File: src/rtl/if_fetch_unit_pkg.sv
// rtl/if_fetch_unit_pkg.sv - shared levels, defaults and state encoding for the fetch stage
package if_fetch_unit_pkg;

  localparam logic ENABLE  = 1'b1;
  localparam logic DISABLE = 1'b0;

  localparam int DEF_PC_LENGTH  = 32;
  localparam int DEF_PC_STEP    = 4;
  localparam int DEF_INST_WIDTH = 32;

  typedef enum logic [1:0] {
    ST_BOOT = 2'd0,
    ST_REQ  = 2'd1,
    ST_HOLD = 2'd2
  } fetch_state_e;

endpackage

File: src/rtl/if_skid_buf.sv
// rtl/if_skid_buf.sv - two-entry output/holding buffer between memory and decode
module if_skid_buf
  import if_fetch_unit_pkg::*;
#(
  parameter int PC_LENGTH  = DEF_PC_LENGTH,
  parameter int INST_WIDTH = DEF_INST_WIDTH
) (
  input  logic                  clk,
  input  logic                  rst,
  input  logic                  load_i,
  input  logic                  park_i,
  input  logic                  unpark_i,
  input  logic                  drop_i,
  input  logic                  flush_i,
  input  logic [INST_WIDTH-1:0] data_i,
  input  logic [PC_LENGTH-1:0]  pc_i,
  output logic                  valid_o,
  output logic [INST_WIDTH-1:0] inst_o,
  output logic [PC_LENGTH-1:0]  inst_pc_o
);

  logic                  out_valid_q;
  logic [INST_WIDTH-1:0] out_inst_q;
  logic [PC_LENGTH-1:0]  out_pc_q;
  logic                  hold_valid_q;
  logic [INST_WIDTH-1:0] hold_inst_q;
  logic [PC_LENGTH-1:0]  hold_pc_q;

  always_ff @(posedge clk or posedge rst) begin
    if (rst) begin
      out_valid_q  <= DISABLE;
      out_inst_q   <= '0;
      out_pc_q     <= '0;
      hold_valid_q <= DISABLE;
      hold_inst_q  <= '0;
      hold_pc_q    <= '0;
    end else if (flush_i) begin
      // Data words are left stale; only the valid bits matter after a flush.
      out_valid_q  <= DISABLE;
      hold_valid_q <= DISABLE;
    end else begin
      if (load_i) begin
        out_inst_q  <= data_i;
        out_pc_q    <= pc_i;
        out_valid_q <= ENABLE;
      end else if (unpark_i && hold_valid_q) begin
        out_inst_q   <= hold_inst_q;
        out_pc_q     <= hold_pc_q;
        out_valid_q  <= ENABLE;
        hold_valid_q <= DISABLE;
      end else if (drop_i) begin
        out_valid_q <= DISABLE;
      end
      if (park_i) begin
        hold_inst_q  <= data_i;
        hold_pc_q    <= pc_i;
        hold_valid_q <= ENABLE;
      end
    end
  end

  assign valid_o   = out_valid_q;
  assign inst_o    = out_inst_q;
  assign inst_pc_o = out_pc_q;

endmodule

File: src/rtl/if_fetch_unit.sv
// rtl/if_fetch_unit.sv - PC register, fetch FSM and memory handshake for the instruction-fetch stage
module if_fetch_unit
  import if_fetch_unit_pkg::*;
#(
  parameter int                 PC_LENGTH  = DEF_PC_LENGTH,
  parameter int                 INST_WIDTH = DEF_INST_WIDTH,
  parameter int                 PC_STEP    = DEF_PC_STEP,
  parameter logic [PC_LENGTH-1:0] RESET_PC = '0
) (
  input  logic                  clk,
  input  logic                  rst,
  input  logic                  stall,
  input  logic                  branchEn,
  input  logic [PC_LENGTH-1:0]  branchAddr,
  output logic                  romCe,
  output logic [PC_LENGTH-1:0]  romAddr,
  input  logic                  romAck,
  input  logic [INST_WIDTH-1:0] romData,
  output logic [PC_LENGTH-1:0]  pc,
  output logic                  instValid,
  output logic [INST_WIDTH-1:0] inst,
  output logic [PC_LENGTH-1:0]  instPc
);

  localparam logic [PC_LENGTH-1:0] STEP       = PC_LENGTH'(PC_STEP);
  localparam logic [PC_LENGTH-1:0] ALIGN_MASK = ~PC_LENGTH'(PC_STEP - 1);

  fetch_state_e          state_q, state_d;
  logic [PC_LENGTH-1:0]  pc_q, pc_d;
  logic                  rom_ce_q, rom_ce_d;
  logic                  load, park, unpark, drop, flush;

  always_comb begin
    state_d = state_q;
    pc_d    = pc_q;
    load    = 1'b0;
    park    = 1'b0;
    unpark  = 1'b0;
    drop    = 1'b0;
    flush   = 1'b0;
    // A redirect overrides everything, including an ack arriving in the same cycle.
    if (branchEn) begin
      pc_d    = branchAddr & ALIGN_MASK;
      flush   = 1'b1;
      state_d = ST_REQ;
    end else begin
      case (state_q)
        ST_BOOT: state_d = ST_REQ;
        ST_REQ: begin
          if (romAck) begin
            pc_d = pc_q + STEP;
            if (!instValid || !stall) begin
              load = 1'b1;
            end else begin
              park    = 1'b1;
              state_d = ST_HOLD;
            end
          end else if (instValid && !stall) begin
            drop = 1'b1;
          end
        end
        ST_HOLD: begin
          if (!stall) begin
            unpark  = 1'b1;
            state_d = ST_REQ;
          end
        end
        default: state_d = ST_BOOT;
      endcase
    end
    rom_ce_d = (state_d == ST_REQ) ? ENABLE : DISABLE;
  end

  always_ff @(posedge clk or posedge rst) begin
    if (rst) begin
      state_q  <= ST_BOOT;
      pc_q     <= RESET_PC;
      rom_ce_q <= DISABLE;
    end else begin
      state_q  <= state_d;
      pc_q     <= pc_d;
      rom_ce_q <= rom_ce_d;
    end
  end

  if_skid_buf #(
    .PC_LENGTH (PC_LENGTH),
    .INST_WIDTH(INST_WIDTH)
  ) u_skid (
    .clk      (clk),
    .rst      (rst),
    .load_i   (load),
    .park_i   (park),
    .unpark_i (unpark),
    .drop_i   (drop),
    .flush_i  (flush),
    .data_i   (romData),
    .pc_i     (pc_q),
    .valid_o  (instValid),
    .inst_o   (inst),
    .inst_pc_o(instPc)
  );

  assign romCe   = rom_ce_q;
  assign romAddr = pc_q;
  assign pc      = pc_q;

endmodule

File: config.mk
export PLATFORM = sky130hd
export DESIGN_NAME = if_fetch_unit
export DESIGN_NICKNAME = d
export VERILOG_FILES = /design/src/rtl/if_fetch_unit_pkg.sv /design/src/rtl/if_skid_buf.sv /design/src/rtl/if_fetch_unit.sv
export SDC_FILE = /design/constraint.sdc
export NUM_CORES = 1
export LEC_CHECK = 0
export CORE_MARGIN = 10
export CORE_UTILIZATION = 45
export CTS_BUF_LIST = sky130_fd_sc_hd__clkbuf_8 sky130_fd_sc_hd__clkbuf_16
export DETAILED_ROUTE_END_ITERATION = 10
export DONT_BUFFER_PORTS = 1
export GPL_ROUTABILITY_DRIVEN = 0
export PLACE_DENSITY = 0.68
export SYNTH_ARGS = -nofsm -noshare
export SYNTH_HDL_FRONTEND = slang
export SYNTH_SLANG_ARGS = --single-unit
File: constraint.sdc
create_clock -name clk -period 7 [get_ports clk]
set_input_delay 1.4 -clock clk [delete_from_list [all_inputs] [get_ports clk]]
set_output_delay 1.4 -clock clk [all_outputs]
set_load 0.02 [all_outputs]
==> metrics.md <==
| Metric | Value |
|---|---|
| R2R setup slack | 4.14 ns |
| Starting density of the core | 46.00% |
| Worst-margin pin slew | 1.117 ns |
| Seq/Total Area, Yosys | 54.45% |
| Post-synth cell types | 46 |
| Status | complete, no violations |
| Drt pass-1 iters | 4 |
| Yosys Warn Count | 0 |
| Setup crit start | branchEn |
| Worst hold stages | 2 |
| Final Non-Filler Cells | 795 |
| Total Power | 2.650 mW |
| Clock skew | 0.007961 ns |
| Tcrit/Tclk final | 52.53% |
| Antenna diodes | 0 |
| Port-buffer cells | 0 |
| WL final | 17740 um |
| Unrepaired setup endpoints after global routing | false |
| Post-detail-place hpwl | 12140 um |
| Cell Area, Placed | 7146 um^2 |
| Max Cap Viol | 0 |
| Die Ht | 147.4 um |
| Arr. time, crit path | 3.99 ns |
| CTS tree | done |
| Area grow syn2layout | 6.610% |
| Worst Hold Path EP | u_skid.hold_pc_q[14] |
| Post-layout min period | 3.677 ns |
| Root Buffer | clkbuf_16 |
| Peak supply drop | 171.7 uV |
| Layout cells sized above 1 | 17.96% |
| Remaining Overflow, GRT | 0 |
| Worst r2r dst | pc[30] |
| Clock buffer count from CTS | 17 |
| Final hold vios | 0 |
| Worst-Skew Late Latency | 0.42 ns |
| Clock buffer depth | 2 |
| Cells after DPL | 764 |
| ANT nets after route | 0 |
| Num ports | 199 |
| Max-slew violations | 0 |
| Clock sink total | 159 |
| Crit. End Element | register |
| Setup tns final | 0 ns |
| Core area | 15890 um^2 |
| Crit Path Max Fanout | 42 |
| Final setup viols | 0 |
| Achievable clock frequency | 271.9 MHz |
| CTS resizes | 0 |
| Post-route cell area | 7790 um^2 |
| PD cells | 340.2 nW/um^2 |
| Full die area | 21730 um^2 |
| Switching Share | 28.30% |
| First-pass GRT wire length | 28060 um |
| Smallest setup slack after layout | 3.323 ns |
| All-Layer GR Usage | 16.23% |
| Dpl ws | 2.851 ns |
| H-Tree Depth | 4 |
| Top_reg_cell synth | dfrtp_1 |
| Internal Pwr Total | 1.900 mW |
| Crit Path Class | in -> reg |
| P_sw | 0.7499 mW |
| Syn avg cell area | 11.79 um^2 |
| Drt wl/cell | 22.31 um |
| Reg2reg start | pc[2] |
| Post-CTS Setup Bufs | 0 |
| Cts hold-fix bufs | 0 |
| Worst Hold Launch | u_skid.hold_pc_q[14] |
| Combinational share of power | 9.9% |
| Vias | 4817 |
| Vias in the first global route | 4878 |
| Flops & latches, synth | 159 |
| Vias per cell | 6.059 |
| Largest net degree at the start of global routing | 103 |
| WP data required | 7.31 ns |
| Clk pin slew, worst setup/hold paths | 0.06 ns |
| DRC violations left | 0 |
| R2R cell count | 5 |
| P_leak | 3.648 nW |
| Clock share of power | 37.8% |
| FP Rows | 46 |
| Hold Slack | 0.4883 ns |
| Chip width | 147.4 um |
| Nets | 637 |
| Cell area after synthesis | 7307 um^2 |
| Min-Delay Path Class | reg -> reg |
| Initial antenna violation count | 0 |
| Iteration-0 DRC count of the detailed router | 186 |
| Flop pwr share | 52.2% |
| Final Util | 49.04% |
| Rel. slew slack | 25.46% |
| Startpoint Class | primary input |
| Number of flops mapped to enable cells by yosys | 0 |
| Post-Synthesis Cells | 620 |
| Asr flop ratio synth | 100.0% |
-- metal layers --
layer | wire, um | track usage [%]
met3 | 2041 | 7.692
met4 | 290 | 5.550
met1 | 6985 | 18.39
met5 | 0 | 0
met2 | 8419 | 26.38
-- how the worst max path moves through the flow --
| stage | end | slack (ns) |
|---|---|---|
| floorplan | pc[10] | 1.31 |
| global placement | u_skid.inst_pc_o[10] | 2.91 |
| detailed placement | u_skid.hold_valid_q | 2.85 |
| CTS | u_skid.hold_valid_q | 3.29 |
| global route | u_skid.hold_valid_q | 3.14 |
| finish | u_skid.hold_valid_q | 3.32 |
-- synthesized netlist by cell type (4+ instances only) --
| cell type | count | area (um^2) |
|---|---|---|
| mux2_2 | 56 | 630.6 |
| buf_1 | 6 | 22.52 |
| inv_1 | 10 | 37.54 |
| a21o_1 | 62 | 465.5 |
| o21ai_0 | 20 | 100.1 |
| nand3_1 | 14 | 70.07 |
| o31ai_1 | 10 | 75.07 |
| dfrtp_1 | 159 | 3979 |
| nor4_1 | 4 | 25.02 |
| nand2_1 | 38 | 142.6 |
| clkbuf_1 | 22 | 82.58 |
| buf_2 | 12 | 60.06 |
| buf_4 | 37 | 277.8 |
| and3_1 | 4 | 25.02 |
| nor2_1 | 19 | 71.32 |
| xnor2_1 | 7 | 61.31 |
| a31oi_1 | 13 | 81.33 |
| or4_1 | 16 | 120.1 |
| nand4_1 | 8 | 50.05 |
| a22o_1 | 62 | 543.0 |
| o311ai_0 | 5 | 43.79 |
-- state kept, by name, summed over array words and instances (netlist names) --
register,cells
u_skid.hold_inst_q,32
u_skid.inst_o,32
pc,30
u_skid.hold_pc_q,30
u_skid.inst_pc_o,30
state_q,2
romCe,1
u_skid.hold_valid_q,1
u_skid.valid_o,1
-- logic make-up (layout without fill, tap and decap cells) --
family | count (synthesis) | after routing | synth area share, %
other | 1 | 6 | 0.05132
AOI/OAI and AO/OA | 180 | 180 | 18.77
buffers and inverters | 92 | 46 | 7.415
DFF | 159 | 159 | 54.45
and+or+nand+nor | 120 | 120 | 9.178
muxes | 57 | 57 | 8.767
adders and majority gates | 1 | 1 | 0.1712
xor gates and xnor gates | 10 | 10 | 1.199
-- cell type report --
| cell class | instances | area, um^2 |
|---|---|---|
| fillers | 1444 | 8095 |
| clock inverters | 12 | 191.4 |
| multi-input cells | 374 | 2816 |
| inverters | 10 | 42.54 |
| repair buffers | 5 | 37.54 |
| clock buffers | 19 | 452.9 |
| flip-flops and latches | 159 | 3979 |
| well taps | 216 | 270.3 |
-- power by group through the flow --
stage          Sequential (mW)  Combinational (mW)  Clock [mW]
2_1_floorplan             1.32               0.284           0
3_3_place_gp              1.39               0.253           0
3_5_place_dp              1.40               0.268           0
4_1_cts                   1.39               0.269        1.03
5_1_grt                   1.41               0.298        1.07
6_report                  1.38               0.263        1.00
-- cells in the final DEF (no fill, tap or decap), types with 2 or more instances in the layout --
cell type,n
nand4_1,8
o311ai_0,5
inv_1,11
conb_1,6
nor3_1,2
or4_1,16
clkinvlp_4,2
clkinv_2,2
a31oi_1,13
o31ai_1,10
xor2_1,3
nand3_1,14
and4_1,2
xnor2_1,7
inv_6,2
and3_1,3
clkbuf_8,2
dfrtp_1,159
nor2_1,18
nand2_1,38
or3_2,2
or3b_2,2
o211ai_1,3
clkbuf_16,17
buf_4,5
o21ai_0,20
a22o_1,62
bufinv_16,5
nor4_1,4
a21o_1,62
mux2_2,56
-- critical path, cell delays in order --
cell and delay [ns]:
inv_1 0.79, and4_2 1.03, buf_4 0.46, o22a_1 0.21
nor2_1 0.04
No activity file was read; power rests on OpenSTA's default activity.
